`config.mk`:
```
export PLATFORM = sky130hd
export DESIGN_NAME = pipelined_addsub
export DESIGN_NICKNAME = d
export VERILOG_FILES = /design/src/rtl/addsub_pkg.sv /design/src/rtl/addsub_segment.sv /design/src/rtl/pipelined_addsub.sv
export SDC_FILE = /design/constraint.sdc
export NUM_CORES = 1
export LEC_CHECK = 0
export ABC_AREA = 1
export CORE_MARGIN = 4
export CORE_UTILIZATION = 49
export DETAILED_ROUTE_END_ITERATION = 12
export HOLD_SLACK_MARGIN = 0.06
export PLACE_DENSITY = 0.84
export SLEW_MARGIN = 5
export SYNTH_ARGS = -nofsm -noshare
export SYNTH_HDL_FRONTEND = slang
export SYNTH_SLANG_ARGS = --single-unit
```
`constraint.sdc`:
```
create_clock -name clk -period 14.6 [get_ports clk]
set_input_delay 2.92 -clock clk [delete_from_list [all_inputs] [get_ports clk]]
set_output_delay 2.92 -clock clk [all_outputs]
set_load 0.03 [all_outputs]
```
`src/rtl/addsub_pkg.sv`:
```
// Shared definitions for the pipelined adder/subtractor: op encodings, flag bundle, segment sizing.
package addsub_pkg;

  localparam logic [1:0] OP_ADD  = 2'b00;
  localparam logic [1:0] OP_SUB  = 2'b01;
  localparam logic [1:0] OP_ADDW = 2'b10;
  localparam logic [1:0] OP_SUBW = 2'b11;

  localparam int unsigned WORD_W = 32;

  typedef struct packed {
    logic cout;
    logic ovf;
    logic zero;
  } addsub_flags_t;

  function automatic int unsigned seg_width(input int unsigned width, input int unsigned stages);
    return width / stages;
  endfunction

endpackage

```
`src/rtl/addsub_segment.sv`:
```
// One carry-chain segment: SEG-bit add with carry in and carry out, purely combinational.
module addsub_segment #(
  parameter int unsigned SEG = 16
) (
  input  logic [SEG-1:0] a,
  input  logic [SEG-1:0] b,
  input  logic           cin,
  output logic [SEG-1:0] sum,
  output logic           cout
);

  assign {cout, sum} = (SEG+1)'(a) + (SEG+1)'(b) + (SEG+1)'(cin);

endmodule

```
`src/rtl/pipelined_addsub.sv`:
```
// Pipelined RV64 adder/subtractor: carry chain split into STAGES registered segments,
// with word mode, flags, tag passthrough, valid/ready flow control and flush.
module pipelined_addsub
  import addsub_pkg::*;
#(
  parameter int unsigned WIDTH    = 64,
  parameter int unsigned STAGES   = 4,
  parameter int unsigned TAG_W    = 5,
  parameter int unsigned HAS_WORD = 1
) (
  input  logic             clk,
  input  logic             rst_n,
  input  logic             flush,
  input  logic             in_valid,
  output logic             in_ready,
  input  logic [1:0]       in_op,
  input  logic [WIDTH-1:0] in_a,
  input  logic [WIDTH-1:0] in_b,
  input  logic             in_cin,
  input  logic [TAG_W-1:0] in_tag,
  output logic             out_valid,
  input  logic             out_ready,
  output logic [WIDTH-1:0] out_sum,
  output logic             out_cout,
  output logic             out_ovf,
  output logic             out_zero,
  output logic [TAG_W-1:0] out_tag
);

  localparam int unsigned SEG  = seg_width(WIDTH, STAGES);
  localparam int unsigned LAST = STAGES - 1;
  localparam int unsigned MSB  = WIDTH - 1;

  logic adv;

  // Values presented to stage s (ports for s=0, pipeline registers otherwise)
  logic             x_v  [STAGES];
  logic [WIDTH-1:0] x_a  [STAGES];
  logic [WIDTH-1:0] x_b  [STAGES];
  logic [WIDTH-1:0] x_lo [STAGES];
  logic             x_c  [STAGES];
  logic             x_w  [STAGES];
  logic [TAG_W-1:0] x_t  [STAGES];

  // Results produced by stage s: accumulated low sum bits and segment carry
  logic [WIDTH-1:0] y_lo [STAGES];
  logic             y_c  [STAGES];

  assign adv      = !out_valid || out_ready;
  assign in_ready = adv;

  for (genvar s = 0; s < STAGES; s++) begin : g_stage
    logic [SEG-1:0] seg_sum;

    if (s == 0) begin : g_head
      assign x_v[0]  = in_valid;
      assign x_a[0]  = in_a;
      assign x_b[0]  = in_op[0] ? ~in_b : in_b;
      assign x_c[0]  = in_op[0] | in_cin;
      assign x_lo[0] = '0;
      assign x_w[0]  = (HAS_WORD != 0) && in_op[1];
      assign x_t[0]  = in_tag;
    end else begin : g_skew
      logic             v_q;
      logic             c_q;
      logic             w_q;
      logic [WIDTH-1:0] a_q;
      logic [WIDTH-1:0] b_q;
      logic [WIDTH-1:0] lo_q;
      logic [TAG_W-1:0] t_q;

      // Only the valid bit needs reset; payload is qualified by it
      always_ff @(posedge clk or negedge rst_n) begin
        if (!rst_n) begin
          v_q <= 1'b0;
        end else if (flush) begin
          v_q <= 1'b0;
        end else if (adv) begin
          v_q <= x_v[s-1];
        end
      end

      always_ff @(posedge clk) begin
        if (adv) begin
          a_q  <= x_a[s-1];
          b_q  <= x_b[s-1];
          lo_q <= y_lo[s-1];
          c_q  <= y_c[s-1];
          w_q  <= x_w[s-1];
          t_q  <= x_t[s-1];
        end
      end

      assign x_v[s]  = v_q;
      assign x_a[s]  = a_q;
      assign x_b[s]  = b_q;
      assign x_lo[s] = lo_q;
      assign x_c[s]  = c_q;
      assign x_w[s]  = w_q;
      assign x_t[s]  = t_q;
    end

    addsub_segment #(.SEG(SEG)) u_seg (
      .a    (x_a[s][s*SEG +: SEG]),
      .b    (x_b[s][s*SEG +: SEG]),
      .cin  (x_c[s]),
      .sum  (seg_sum),
      .cout (y_c[s])
    );

    // Lower slices of lo are already filled, this segment's slice is still zero
    assign y_lo[s] = x_lo[s] | (WIDTH'(seg_sum) << (s * SEG));
  end

  logic [WIDTH-1:0] f_sum;
  logic [WIDTH-1:0] f_a;
  logic [WIDTH-1:0] f_b;
  logic [WIDTH-1:0] f_res;
  addsub_flags_t    f_flags;

  assign f_sum = y_lo[LAST];
  assign f_a   = x_a[LAST];
  assign f_b   = x_b[LAST];

  if (HAS_WORD != 0) begin : g_word
    // Word carry recovered from bit 32: sum ^ a ^ b gives the carry into that bit
    always_comb begin
      f_res        = f_sum;
      f_flags.cout = y_c[LAST];
      f_flags.ovf  = (f_a[MSB] == f_b[MSB]) && (f_sum[MSB] != f_a[MSB]);
      if (x_w[LAST]) begin
        f_res        = {{(WIDTH-WORD_W){f_sum[WORD_W-1]}}, f_sum[WORD_W-1:0]};
        f_flags.cout = f_sum[WORD_W] ^ f_a[WORD_W] ^ f_b[WORD_W];
        f_flags.ovf  = (f_a[WORD_W-1] == f_b[WORD_W-1]) && (f_sum[WORD_W-1] != f_a[WORD_W-1]);
      end
      f_flags.zero = (f_res == '0);
    end
  end else begin : g_full
    always_comb begin
      f_res        = f_sum;
      f_flags.cout = y_c[LAST];
      f_flags.ovf  = (f_a[MSB] == f_b[MSB]) && (f_sum[MSB] != f_a[MSB]);
      f_flags.zero = (f_res == '0);
    end
  end

  // Output stage: flush beats transfer, data only loads with a live result
  always_ff @(posedge clk or negedge rst_n) begin
    if (!rst_n) begin
      out_valid <= 1'b0;
      out_sum   <= '0;
      out_cout  <= 1'b0;
      out_ovf   <= 1'b0;
      out_zero  <= 1'b0;
      out_tag   <= '0;
    end else begin
      if (flush) begin
        out_valid <= 1'b0;
      end else if (adv) begin
        out_valid <= x_v[LAST];
      end
      if (!flush && adv && x_v[LAST]) begin
        out_sum  <= f_res;
        out_cout <= f_flags.cout;
        out_ovf  <= f_flags.ovf;
        out_zero <= f_flags.zero;
        out_tag  <= x_t[LAST];
      end
    end
  end

endmodule

```
==> out/qor.txt <==
Total GRT Usage -> 0.1799
setup TNS -> 0 ps
Worst-path clk slew -> 60 ps
worst-margin pin slew -> 1126 ps
share of layout cells above drive strength 1 -> 0.05785
crit path DAT -> 4860 ps
Adder-Cell Fraction of Synth Area -> 0.05608
Clk Latency, worst-skew pair -> 520 ps
Seq cells post-synth -> 391
minimum clock period -> 7777 ps
area grow syn2layout -> 23.71%
largest net degree at the start of global routing -> 88
R2R setup slack -> 11,870 ps
Fill cells -> 2,428
WL final -> 32,760 um
Setup crit end -> in_ready
status -> finished clean
CTS max path bufs -> 3
total power -> 3.201 mW
xor/xnor share of the synthesized area -> 0.05500
gpl congestion -> 0.8415
Antenna Violating Nets Remaining -> 0
reg-to-reg startpoint -> g_stage[1].g_skew.c_q$_DFFE_PN_
CP startpoint -> out_ready
crit path max fanout -> 77
Pleak -> 8.433 nW
# clock sinks -> 391
RSZ-0062 raised after global routing -> no
fin. max-slew vios -> 0
num rows -> 66
initial antenna violation count -> 2
Simple-Gate Fraction of Synth Area -> 0.1077
routed length per instance -> 16.83 um
CTS tree -> done
Max H-tree Level -> 2
Data required, critical path -> 11,680 ps
die height -> 190.1 um
CTS Buf Count -> 40
IO buf count -> 214
number of max-cap violations -> 0
grt total ovfl -> 0
largest family of logic cells by synthesized area -> simple AND/OR/NAND/NOR gates
average size of a mapped cell -> 13.12 um2
area occupied by multi-input gates -> 4447 um2
post-place instance area -> 18,850 um2
number of global-route vias before repair -> 10,110
max frequency -> 0.1286 GHz
die area -> 36,130 um2
Syn Inst Count -> 1,238
Yosys warnings -> 0
Core ar. -> 32,620 um2
post-synthesis mux area share -> 0
Sequential Area -> 11,360 um2
via count -> 9,815
worst setup path class -> input pin to output pin
hold buffer count at CTS -> 0
FF-to-FF path depth -> 14
Compound-Gate Fraction of Synth Area -> 0.05469
pwr dens -> 159.3 nW/um2
syn nets -> 1,447
nets -> 1,683
first-pass GRT wire length -> 51,710 um
Die W -> 190.1 um
Setup-failing EPs final -> 0
Worst slew margin -> 0.2495
Initial Util -> 0.4980
CTS root buf -> clkbuf_16
post-CTS setup buffer count -> 0
sequential fraction of the synthesis area -> 0.6994
peak supply drop -> 118.3 uV
RR Endpoint -> g_stage[2].g_skew.lo_q[30]$_DFFE_PN_
final hold violations -> 0
Starting DRT DRC Count -> 633
CP Launch Type -> input pin
Tightest Hold Check Type -> flip-flop to flip-flop
final worst path period share -> 0.5327
# resized after CTS -> 0
IO Pins -> 215
Clock Skew -> 15.21 ps
Vias per Instance -> 5.041
CP endpoint kind -> output pin
Post-Syn Area -> 16,240 um2
DRC viols -> 0
post-synth cell types -> 37
Finished Cell Area -> 20,090 um2
HPWL after detailed placement -> 22,710 um
first-pass iteration count of the detailed router -> 7
-- cell type report --
| type | instances | area share |
|---|---|---|
| Multi-Input combinational cell | 741 | 0.2213 |
| Antenna cell | 1 | 0.0001245 |
| Clock inverter | 22 | 0.009464 |
| Tap cell | 442 | 0.02752 |
| Clock buffer | 50 | 0.05218 |
| Sequential cell | 391 | 0.5654 |
| Timing Repair Buffer | 220 | 0.1086 |
| Inverter | 80 | 0.01544 |
-- routing by layer --
layer / track usage / share of wire
met1: 0.2304 / 0.41
met2: 0.3087 / 0.49
met3: 0.03872 / 0.066
met4: 0.05732 / 0.030
met5: 0 / 0.00040
-- placed cells by master (no fill, tap or decap), types with 49 or more instances in the layout --
cell             synthesis  final
nor2_1                  61     61
dfrtp_1                 76     76
nand3_1                 50     49
a21oi_1                 58     58
inv_1                   77     76
edfxtp_1               315    315
nand2_1                287    287
clkdlybuf4s50_1          0    212
xor2_1                  88     88
ha_1                    60     60
-- power by group --
part | switching (mW) | leakage [nW] | internal (mW)
Sequential | 0.0981 | 4.28 | 1.46
Clock | 0.406 | 0.616 | 0.549
Combinational | 0.407 | 3.54 | 0.285
-- how the worst min path moves through the flow --
stage,startpoint,depth (start not counted),slack [ps],to
finish,g_stage[2].g_skew.b_q[31]$_DFFE_PN_,0,410,f_b[31]$_DFFE_PN_
global placement,g_stage[1].g_skew.a_q[52]$_DFFE_PN_,0,400,g_stage[2].g_skew.a_q[52]$_DFFE_PN_
floorplan,g_stage[2].g_skew.a_q[31]$_DFFE_PN_,0,400,f_a[31]$_DFFE_PN_
detailed placement,g_stage[2].g_skew.a_q[60]$_DFFE_PN_,0,400,f_a[60]$_DFFE_PN_
CTS,g_stage[2].g_skew.b_q[50]$_DFFE_PN_,0,410,f_b[50]$_DFFE_PN_
global route,g_stage[1].g_skew.b_q[56]$_DFFE_PN_,0,420,g_stage[2].g_skew.b_q[56]$_DFFE_PN_
-- Yosys cell counts, drive strengths merged --
master	n	area, um2
a21boi	7	63.81
a21o	5	37.54
a21oi	61	316.6
a2bb2oi	18	157.7
and3	1	6.260
buf	19	111.4
clkbuf	7	26.28
dfrtp	76	1902
edfxtp	315	9459
fa	8	160.2
ha	60	750.7
inv	80	302.8
nand2	288	1089
nand3	50	250.2
nand3b	8	60.06
nand4	10	62.56
nor2	61	229.0
nor3	8	40.04
o2111ai	3	26.28
o21a	3	22.52
o21ai	40	219.0
o21bai	2	15.01
o31ai	4	30.03
or2	2	12.52
xnor2	14	122.6
xor2	88	770.7
-- registers in the layout, summed over array words and instances, names as in the netlist --
signal	cells
f_a	18
f_b	18
g_stage.g_skew.a_q	81
g_stage.g_skew.b_q	81
g_stage.g_skew.c_q	3
g_stage.g_skew.lo_q	96
g_stage.g_skew.t_q	15
g_stage.g_skew.v_q	3
g_stage.g_skew.w_q	3
out_cout	1
out_ovf	1
out_sum	64
out_tag	5
out_valid	1
out_zero	1
-- worst max-delay path, cell delays in order --
cell             delay (ps)
clkdlybuf4s50_1         400
nor2_1                  460
inv_8                   340
clkdlybuf4s50_1         690
-- stage by stage --
step	instances	hold WS, ps	utilization	worst slack (ps)
floorplan	1238	400.3	-	2384
global placement	1874	400.5	0.5780	6875
detailed placement	1874	404.5	0.5780	6830
CTS	1946	412.2	0.6160	6831
global route	1947	417.9	0.6160	6753
finish	1947	407.1	0.6160	6823
-- cells by family (layout without fill, tap and decap cells) --
kind of cell	after synthesis	in the layout
AOI/OAI and AO/OA	143	143
xor gates and xnor gates	102	102
adders and majority gates	68	68
buffers and inverters	106	372
DFF	391	391
other	0	1
and+or+nand+nor	428	428
(Power assumes the default switching activity.)
